===== src/rtl/adc_burst_pkg.sv =====
// Shared burst tags, FSM state encoding and payload width helper for the
// ADC burst assembler and its lane packer.
package adc_burst_pkg;

  localparam int TAG_FILL = 1;
  localparam int TAG_WFM  = 2;
  localparam int TAG_DATA = 3;
  localparam int TAG_CSUM = 4;

  typedef enum logic [2:0] {
    ST_IDLE     = 3'd0,
    ST_FILL_HDR = 3'd1,
    ST_WFM_HDR  = 3'd2,
    ST_DATA     = 3'd3,
    ST_CSUM     = 3'd4
  } state_e;

  function automatic int payload_bits(input int samples, input int word_bits);
    return samples * word_bits;
  endfunction

endpackage


===== src/rtl/adc_burst_pack.sv =====
// Unpacks {sample, ovr} lanes into sign-extended payload words and flags any
// over-range lane.
module adc_burst_pack
  import adc_burst_pkg::*;
#(
  parameter int ADC_BITS  = 12,
  parameter int SAMPLES   = 8,
  parameter int WORD_BITS = 16
) (
  input  logic [SAMPLES*(ADC_BITS+1)-1:0]              samp_dat_i,
  output logic [payload_bits(SAMPLES, WORD_BITS)-1:0] data_o,
  output logic                                         ovr_any_o
);

  localparam int LANE_BITS = ADC_BITS + 1;

  logic [SAMPLES-1:0] ovr_vec;

  for (genvar i = 0; i < SAMPLES; i++) begin : g_lane
    logic [LANE_BITS-1:0] lane;
    assign lane       = samp_dat_i[i*LANE_BITS +: LANE_BITS];
    assign ovr_vec[i] = lane[0];
    // The over-range flag sits at the lane LSB, so the sample MSB is lane[ADC_BITS].
    if (WORD_BITS > ADC_BITS) begin : g_ext
      assign data_o[i*WORD_BITS +: WORD_BITS] =
        {{(WORD_BITS-ADC_BITS){lane[ADC_BITS]}}, lane[ADC_BITS:1]};
    end else begin : g_fit
      assign data_o[i*WORD_BITS +: WORD_BITS] = lane[ADC_BITS:1];
    end
  end

  assign ovr_any_o = |ovr_vec;

endmodule


===== src/rtl/adc_burst_assembler.sv =====
// Sequences one fill record (fill header, per-waveform header + data bursts,
// XOR checksum) as tagged bursts into a registered valid/ready output stage.
module adc_burst_assembler
  import adc_burst_pkg::*;
#(
  parameter  int ADC_BITS  = 12,
  parameter  int SAMPLES   = 8,
  parameter  int WORD_BITS = 16,
  parameter  int TAG_BITS  = 4,
  parameter  int CNT_BITS  = 23,
  localparam int PAYLOAD   = payload_bits(SAMPLES, WORD_BITS)
) (
  input  logic                            clk,
  input  logic                            rst,
  input  logic                            start_i,
  input  logic [CNT_BITS-1:0]             num_waveforms_i,
  input  logic [13:0]                     bursts_per_wfm_i,
  input  logic [PAYLOAD-1:0]              fill_hdr_body_i,
  input  logic [PAYLOAD-1:0]              wfm_hdr_body_i,
  input  logic                            wfm_hdr_valid_i,
  output logic                            wfm_hdr_ready_o,
  input  logic [SAMPLES*(ADC_BITS+1)-1:0] samp_dat_i,
  input  logic                            samp_valid_i,
  output logic                            samp_ready_o,
  output logic [TAG_BITS+PAYLOAD-1:0]     out_dat_o,
  output logic                            out_valid_o,
  input  logic                            out_ready_i,
  output logic                            busy_o,
  output logic                            done_o,
  output logic [CNT_BITS-1:0]             burst_count_o,
  output logic                            ovr_seen_o
);

  localparam logic [TAG_BITS-1:0] T_FILL = TAG_BITS'(TAG_FILL);
  localparam logic [TAG_BITS-1:0] T_WFM  = TAG_BITS'(TAG_WFM);
  localparam logic [TAG_BITS-1:0] T_DATA = TAG_BITS'(TAG_DATA);
  localparam logic [TAG_BITS-1:0] T_CSUM = TAG_BITS'(TAG_CSUM);

  state_e                        state_q, state_d;
  logic [CNT_BITS-1:0]           nwfm_q, wfm_cnt_q, wfm_cnt_d, burst_count_q;
  logic [13:0]                   nburst_q, data_cnt_q, data_cnt_d;
  logic [PAYLOAD-1:0]            fill_hdr_q, csum_q, csum_d, pack_data;
  logic [TAG_BITS+PAYLOAD-1:0]   out_dat_q, out_dat_d;
  logic                          out_valid_q, out_valid_d;
  logic                          done_q, ovr_seen_q, csum_sent_q, pack_ovr;
  logic                          can_load, xfer, start_ok, wfm_hs, samp_hs;
  logic                          load_fill, load_csum, csum_done;

  adc_burst_pack #(
    .ADC_BITS (ADC_BITS),
    .SAMPLES  (SAMPLES),
    .WORD_BITS(WORD_BITS)
  ) u_pack (
    .samp_dat_i(samp_dat_i),
    .data_o    (pack_data),
    .ovr_any_o (pack_ovr)
  );

  // The output slot may be refilled when it is empty or draining this cycle.
  assign can_load  = !out_valid_q || out_ready_i;
  assign xfer      = out_valid_q && out_ready_i;
  assign start_ok  = (state_q == ST_IDLE) && start_i && !done_q;
  assign wfm_hs    = wfm_hdr_valid_i && (state_q == ST_WFM_HDR) && can_load;
  assign samp_hs   = samp_valid_i && (state_q == ST_DATA) && can_load;
  assign csum_done = (state_q == ST_CSUM) && csum_sent_q && xfer;

  // Folding the burst that drains this cycle lets the checksum load back-to-back.
  assign csum_d = (xfer && (out_dat_q[PAYLOAD +: TAG_BITS] != T_CSUM)) ?
                  (csum_q ^ out_dat_q[PAYLOAD-1:0]) : csum_q;

  always_ff @(posedge clk or posedge rst) begin
    if (rst) state_q <= ST_IDLE;
    else     state_q <= state_d;
  end

  always_comb begin
    state_d    = state_q;
    wfm_cnt_d  = wfm_cnt_q;
    data_cnt_d = data_cnt_q;
    case (state_q)
      ST_IDLE: if (start_ok) state_d = ST_FILL_HDR;
      ST_FILL_HDR: begin
        if (can_load) begin
          wfm_cnt_d = '0;
          state_d   = (nwfm_q == '0) ? ST_CSUM : ST_WFM_HDR;
        end
      end
      ST_WFM_HDR: begin
        if (wfm_hs) begin
          wfm_cnt_d  = wfm_cnt_q + CNT_BITS'(1);
          data_cnt_d = '0;
          if (nburst_q != '0)          state_d = ST_DATA;
          else if (wfm_cnt_d == nwfm_q) state_d = ST_CSUM;
        end
      end
      ST_DATA: begin
        if (samp_hs) begin
          data_cnt_d = data_cnt_q + 14'd1;
          if (data_cnt_d == nburst_q)
            state_d = (wfm_cnt_q == nwfm_q) ? ST_CSUM : ST_WFM_HDR;
        end
      end
      ST_CSUM: if (csum_done) state_d = ST_IDLE;
      default: state_d = ST_IDLE;
    endcase
  end

  always_comb begin
    wfm_hdr_ready_o = (state_q == ST_WFM_HDR) && can_load;
    samp_ready_o    = (state_q == ST_DATA) && can_load;
    busy_o          = (state_q != ST_IDLE);
    load_fill       = (state_q == ST_FILL_HDR) && can_load;
    load_csum       = (state_q == ST_CSUM) && !csum_sent_q && can_load;
    out_valid_d     = out_valid_q && !out_ready_i;
    out_dat_d       = out_dat_q;
    if (load_fill) begin
      out_valid_d = 1'b1;
      out_dat_d   = {T_FILL, fill_hdr_q};
    end else if (wfm_hs) begin
      out_valid_d = 1'b1;
      out_dat_d   = {T_WFM, wfm_hdr_body_i};
    end else if (samp_hs) begin
      out_valid_d = 1'b1;
      out_dat_d   = {T_DATA, pack_data};
    end else if (load_csum) begin
      out_valid_d = 1'b1;
      out_dat_d   = {T_CSUM, csum_d};
    end
  end

  always_ff @(posedge clk or posedge rst) begin
    if (rst) begin
      out_valid_q   <= 1'b0;
      out_dat_q     <= '0;
      nwfm_q        <= '0;
      nburst_q      <= '0;
      fill_hdr_q    <= '0;
      wfm_cnt_q     <= '0;
      data_cnt_q    <= '0;
      csum_q        <= '0;
      csum_sent_q   <= 1'b0;
      burst_count_q <= '0;
      ovr_seen_q    <= 1'b0;
      done_q        <= 1'b0;
    end else begin
      out_valid_q <= out_valid_d;
      out_dat_q   <= out_dat_d;
      wfm_cnt_q   <= wfm_cnt_d;
      data_cnt_q  <= data_cnt_d;
      done_q      <= csum_done;
      if (start_ok) begin
        nwfm_q        <= num_waveforms_i;
        nburst_q      <= bursts_per_wfm_i;
        fill_hdr_q    <= fill_hdr_body_i;
        csum_q        <= '0;
        csum_sent_q   <= 1'b0;
        burst_count_q <= '0;
        ovr_seen_q    <= 1'b0;
      end else begin
        csum_q <= csum_d;
        if (xfer)              burst_count_q <= burst_count_q + CNT_BITS'(1);
        if (samp_hs && pack_ovr) ovr_seen_q  <= 1'b1;
        if (load_csum)         csum_sent_q   <= 1'b1;
      end
    end
  end

  assign out_dat_o     = out_dat_q;
  assign out_valid_o   = out_valid_q;
  assign done_o        = done_q;
  assign burst_count_o = burst_count_q;
  assign ovr_seen_o    = ovr_seen_q;

endmodule


===== config.mk =====
export PLATFORM = sky130hd
export DESIGN_NAME = adc_burst_assembler
export DESIGN_NICKNAME = d
export VERILOG_FILES = /design/src/rtl/adc_burst_pkg.sv /design/src/rtl/adc_burst_pack.sv /design/src/rtl/adc_burst_assembler.sv
export SDC_FILE = /design/constraint.sdc
export NUM_CORES = 1
export LEC_CHECK = 0
export CAP_MARGIN = 20
export CORE_ASPECT_RATIO = 0.7
export CORE_MARGIN = 2
export CORE_UTILIZATION = 47
export CTS_BUF_LIST = sky130_fd_sc_hd__clkbuf_4
export CTS_CLUSTER_DIAMETER = 150
export DETAILED_ROUTE_END_ITERATION = 12
export PLACE_DENSITY = 0.86
export SYNTH_ARGS = -nofsm -noshare
export SYNTH_HDL_FRONTEND = slang
export SYNTH_HIERARCHICAL = 1
export SYNTH_SLANG_ARGS = --single-unit

===== constraint.sdc =====
create_clock -name clk -period 16.25 [get_ports clk]
set_clock_uncertainty 0.05 [all_clocks]
set_input_delay 3.25 -clock clk [delete_from_list [all_inputs] [get_ports clk]]
set_output_delay 3.25 -clock clk [all_outputs]
set_load 0.005 [all_outputs]

Word level (Yosys, flattened, before mapping). Index checks and enable logic that the tools add are counted.

Flip-flop bits (word level): 492. Input port bits: 403. Output and inout bits: 161.

$add $sub $neg: 3. Eq/ne operators: 15. Multiplexer cells: 33. Bitwise operators: 1. Reductions and logical operators: 36.

Operators with widths (count): $mux 132 (4); $mux 128 (2); $xor 128x128->128 (1); $mux 23 (4); $add 23x1->23 const B (2); $eq 23x23->1 (2); $pmux 23 s2 (1); $mux 3 (10); $mux 14 (2); $pmux 14 s2 (1); $logic_not 23->1 (1); $logic_and 1x1->1 (17); $pmux 3 s5 (1); $add 14x1->14 const B (1); $eq 14x14->1 (1); $reduce_bool 14->1 (1); $ne 2x2->1 const B (5); $reduce_bool 2->1 (5); $mux 1 (8); $reduce_or 8->1 (1); $reduce_and 7->1 (1); $eq 3x2->1 const B (2); $reduce_and 3->1 (2); $logic_not 1->1 (4); 9 further kinds (9).

Longest topological paths before layout.
Word-level depth: 7. Gate-level depth with buffers: 11. Gate-level depth less buffers: 8.

Cells and area by module. The synthesis kept the hierarchy.

Modules (own cells, without submodules): adc_burst_assembler (instances 1, cells an instance 2357, area an instance 23638.9 um2, seq. area each 12286.8 um2); adc_burst_pack (instances 1, cells an instance 131, area an instance 977.2 um2, seq. area each 0.0 um2).

Worst setup path before layout. OpenSTA, ideal clock, no wires.

Path type: input -> output. Start point: input port out_ready_i. End point: output port wfm_hdr_ready_o. Arrival time: 3803 ps. Slack: 9147 ps. Stages: 4. Path buffers: 1. Cell sequence: nand2b_1 clkbuf_1 nand2_1 nor3_1.

Cells in the longest elaborated chain, start to end: 2.

RTL lines: from (decl) (RTL line adc_burst_assembler.sv:27) `input logic out_ready_i,`; $logic_or 1x1->1 (RTL line adc_burst_assembler.sv:60) `assign can_load = !out_valid_q || out_ready_i;`; $logic_and 1x1->1 (RTL line adc_burst_assembler.sv:109) `wfm_hdr_ready_o = (state_q == ST_WFM_HDR) && can_load;`; to (decl) (RTL line adc_burst_assembler.sv:21) `output logic wfm_hdr_ready_o,`.

No other way between the ends.

Worst setup path after layout. Ends and elaborated chain as after synthesis.

==> flow_metrics.py <==
metrics = {
    "run_status": {
        "status": "finished clean",
    },
    "pwr": {
        "combPwrFrac_pct": 42.4,
        "clkPwrFrac_pct": 18.4,
        "peakVddDrop_v": 0.0001426,
        "swShare_pct": 39.13,
        "p_seq_share_pct": 39.2,
        "switchingPower_w": 0.002092,
        "p_leak_nw": 12.61,
        "p_per_area_mw_per_mm2": 171.7,
        "p_int_w": 0.003254,
    },
    "synth": {
        "postSynthNetCount": 2895,
        "avgSynthCellArea_um2": 9.894,
        "synthArstFlopShare_pct": 100.0,
        "ys_ff_latch": 491,
        "synthTopCellsByArea": "dfrtp_1 (50%), mux2_2 (7.5%), o21ai_0 (6.2%)",
        "seq_area_frac_synth_pct": 49.91,
        "yosys.area.top_type_share_pct": 49.91,
        "synth_ff_type": "dfrtp_1",
        "ys.warnings.count": 6,
        "synth_edf_count": 0,
        "syn_area_mm2": 0.02462,
        "syn_inst": 2488,
        "synth_top_area_cell": "dfrtp_1",
        "yosysUniqueCellTypes": 60,
    },
    "cts": {
        "cts_sinks": 491,
        "clkLatencyLatePin_ps": 940,
        "path_clk_slew_ps": 60,
        "clock-root-buffer": "clkbuf_4",
        "cts_max_level": 3,
        "numCtsBuffers": 118,
        "ctsResizeCount": 0,
        "post_cts_buffers": 0,
        "clockBufferDepth": 3,
        "cts_tree": "built",
        "hold_buffers": 0,
    },
    "die": {
        "die_w_um": 277.5,
        "core.rowCount": 70,
        "io_pins": 564,
        "fp.dieH_um": 195.5,
        "initial_core_util_pct": 47.40,
        "dieArea_mm2": 0.05425,
        "core_mm2": 0.05194,
    },
    "cells_and_area": {
        "design_area_mm2": 0.03113,
        "num-nets-final": 3287,
        "final_cell_mix": "clkdlybuf4s50_1 (562), dfrtp_1 (491), nand2_1 (315), o21ai_0 (303), nor2_1 (183)",
        "layout_commonest_cell": "clkdlybuf4s50_1",
        "area_delta_synth_final_pct": 26.46,
        "drive_gt1_share_pct": 12.58,
    },
    "hold_path": {
        "worst_hold_path_type": "register to register",
    },
    "global_routing": {
        "grt_antenna_before_repair": 9,
        "first_global_vias": 21560,
        "grt_overflow": 0,
        "grt_max_degree": 172,
        "grt_first_pass_wirelength_um": 116400,
        "track_usage_pct": 26.85,
    },
    "timing": {
        "rsz0062_at_grt": "no",
        "period_needed_ps": 8493,
        "slew_viol_final": 0,
        "slew_headroom_pct": 28.43,
        "setup_viol": 0,
        "max_freq_mhz": 117.7,
        "post-route-period-util_pct": 52.27,
        "hold_viol_final": 0,
        "worst_pin_slew_ps": 1074,
        "tns_ps": 0,
    },
    "drt": {
        "wl_per_cell_um": 20.34,
        "drt_iter0_markers": 1564,
        "drc": 0,
        "vias": 21080,
        "firstDrtPassIters": 8,
        "ant_nets": 0,
        "routed_wl_um": 74260,
        "via_per_inst": 5.776,
    },
    "placed_design": {
        "dp.final_hpwl_um": 50040,
        "dpl_cell_area_mm2": 0.02971,
        "io_buffers": 562,
        "place_congestion": 0.9028,
    },
    "worst_setup_path": {
        "start_kind": "input pin",
        "cp-end-kind": "primary output",
        "cp_max_fo": 8,
        "critical_path_arrival_ps": 5190,
        "path_class": "input pin to primary output",
        "required_ps": 12950,
    },
    "flow_run": {
        "max_cap_violations": 0,
    },
}
[cells in the mapped netlist (4+ instances only)]
cell / n
dfrtp_1: 491
nand2_1: 316
o21ai_0: 303
nor2_1: 183
clkbuf_1: 163
mux2_2: 163
xor2_1: 155
o211ai_1: 136
buf_4: 131
a22oi_1: 130
nand3_1: 41
xnor2_1: 40
nand4_1: 25
nor4_1: 22
nor3_1: 15
buf_1: 14
a21oi_1: 13
o31ai_1: 13
inv_1: 12
and3_1: 11
and4_1: 9
nor2b_1: 8
o41ai_1: 8
or3_1: 8
nand2b_1: 7
buf_2: 5
or4_1: 5
a31oi_1: 4
ha_1: 4
mux2i_1: 4
[state kept, by name (all words and copies together), names as in the netlist, 3 cells and up]
signal	cells
nwfm_q	23
data_cnt_q	14
fill_hdr_q	128
csum_q	128
out_dat_o	131
burst_count_o	23
wfm_cnt_q	23
state_q	3
nburst_q	14
[metal layers]
metal  global-route usage, %  vias to the layer above  share of wire, %
met5                       0                        -             0.054
met4                   10.15                        6               3.2
met3                   8.471                      179               8.7
met2                   43.15                      879                47
met1                   34.07                    10530                41
li1                        -                     9487                 -
[final timing paths]
check	end	depth (start not counted)	slack (ps)	start
setup / recovery	wfm_hdr_ready_o	5	7760	out_ready_i
hold / removal	fill_hdr_q[62]	1	450	fill_hdr_q[62]
setup reg to reg	out_dat_o[56]	8	11640	state_q[0]
hold reg to reg	fill_hdr_q[62]	1	450	fill_hdr_q[62]
max in group asynchronous	fill_hdr_q[62]	4	11190	rst
min in group asynchronous	out_dat_o[109]	2	2700	rst
[area by class of cell]
type / count / area [µm²]
Sequential cell: 491 / 12290
Clock buffer: 161 / 1209
Multi-Input combinational cell: 1672 / 10660
Tap cell: 684 / 855.8
Timing Repair Buffer: 585 / 5856
Antenna cell: 8 / 20.02
Fill cell: 4152 / 20810
Inverter: 12 / 48.80
Clock inverter: 37 / 192.7
[per-stage QoR]
| step | total power, W | std cells | utilization [%] | worst slack, ps | hold slack [ps] |
|---|---|---|---|---|---|
| final | 0.005346 | 3650 | 59.94 | 7757 | 451.5 |
| after global routing | 0.005719 | 3649 | 59.93 | 7685 | 465.7 |
| after CTS | 0.005360 | 3642 | 59.90 | 7786 | 455.3 |
| after detailed placement | 0.004351 | 3444 | 57.20 | 7812 | 439.6 |
| after global placement | 0.004203 | 3442 | 57.11 | 7799 | 429.9 |
| after floorplan | 0.003447 | 2488 | - | 6291 | 419.6 |
[kinds of logic (layout without fill, tap and decap cells)]
kind of cell / after synthesis / in the layout / share of synthesized area, %
simple gates: 664 / 664 / 11.80
compound gates: 641 / 641 / 16.53
buf+inv: 325 / 795 / 6.979
fa+ha+maj: 4 / 4 / 0.2033
flops: 491 / 491 / 49.91
xor+xnor: 195 / 195 / 6.938
mux: 167 / 167 / 7.619
other cells: 1 / 9 / 0.01523
[worst max-delay path: stages]
cell and delay, ps:
clkdlybuf4s50_1 650, nand2b_1 400, nand2_1 170, nor3_1 180, clkdlybuf4s50_1 540
[power groups by stage]
stage	logic, W	registers (W)	clock network [W]
after global routing	0.00250	0.00215	0.00107
after detailed placement	0.00224	0.00211	0
final	0.00227	0.00210	0.000981
after CTS	0.00226	0.00209	0.00100
after global placement	0.00213	0.00208	0
after floorplan	0.00144	0.00201	0
No activity file was read; power rests on OpenSTA's default activity.
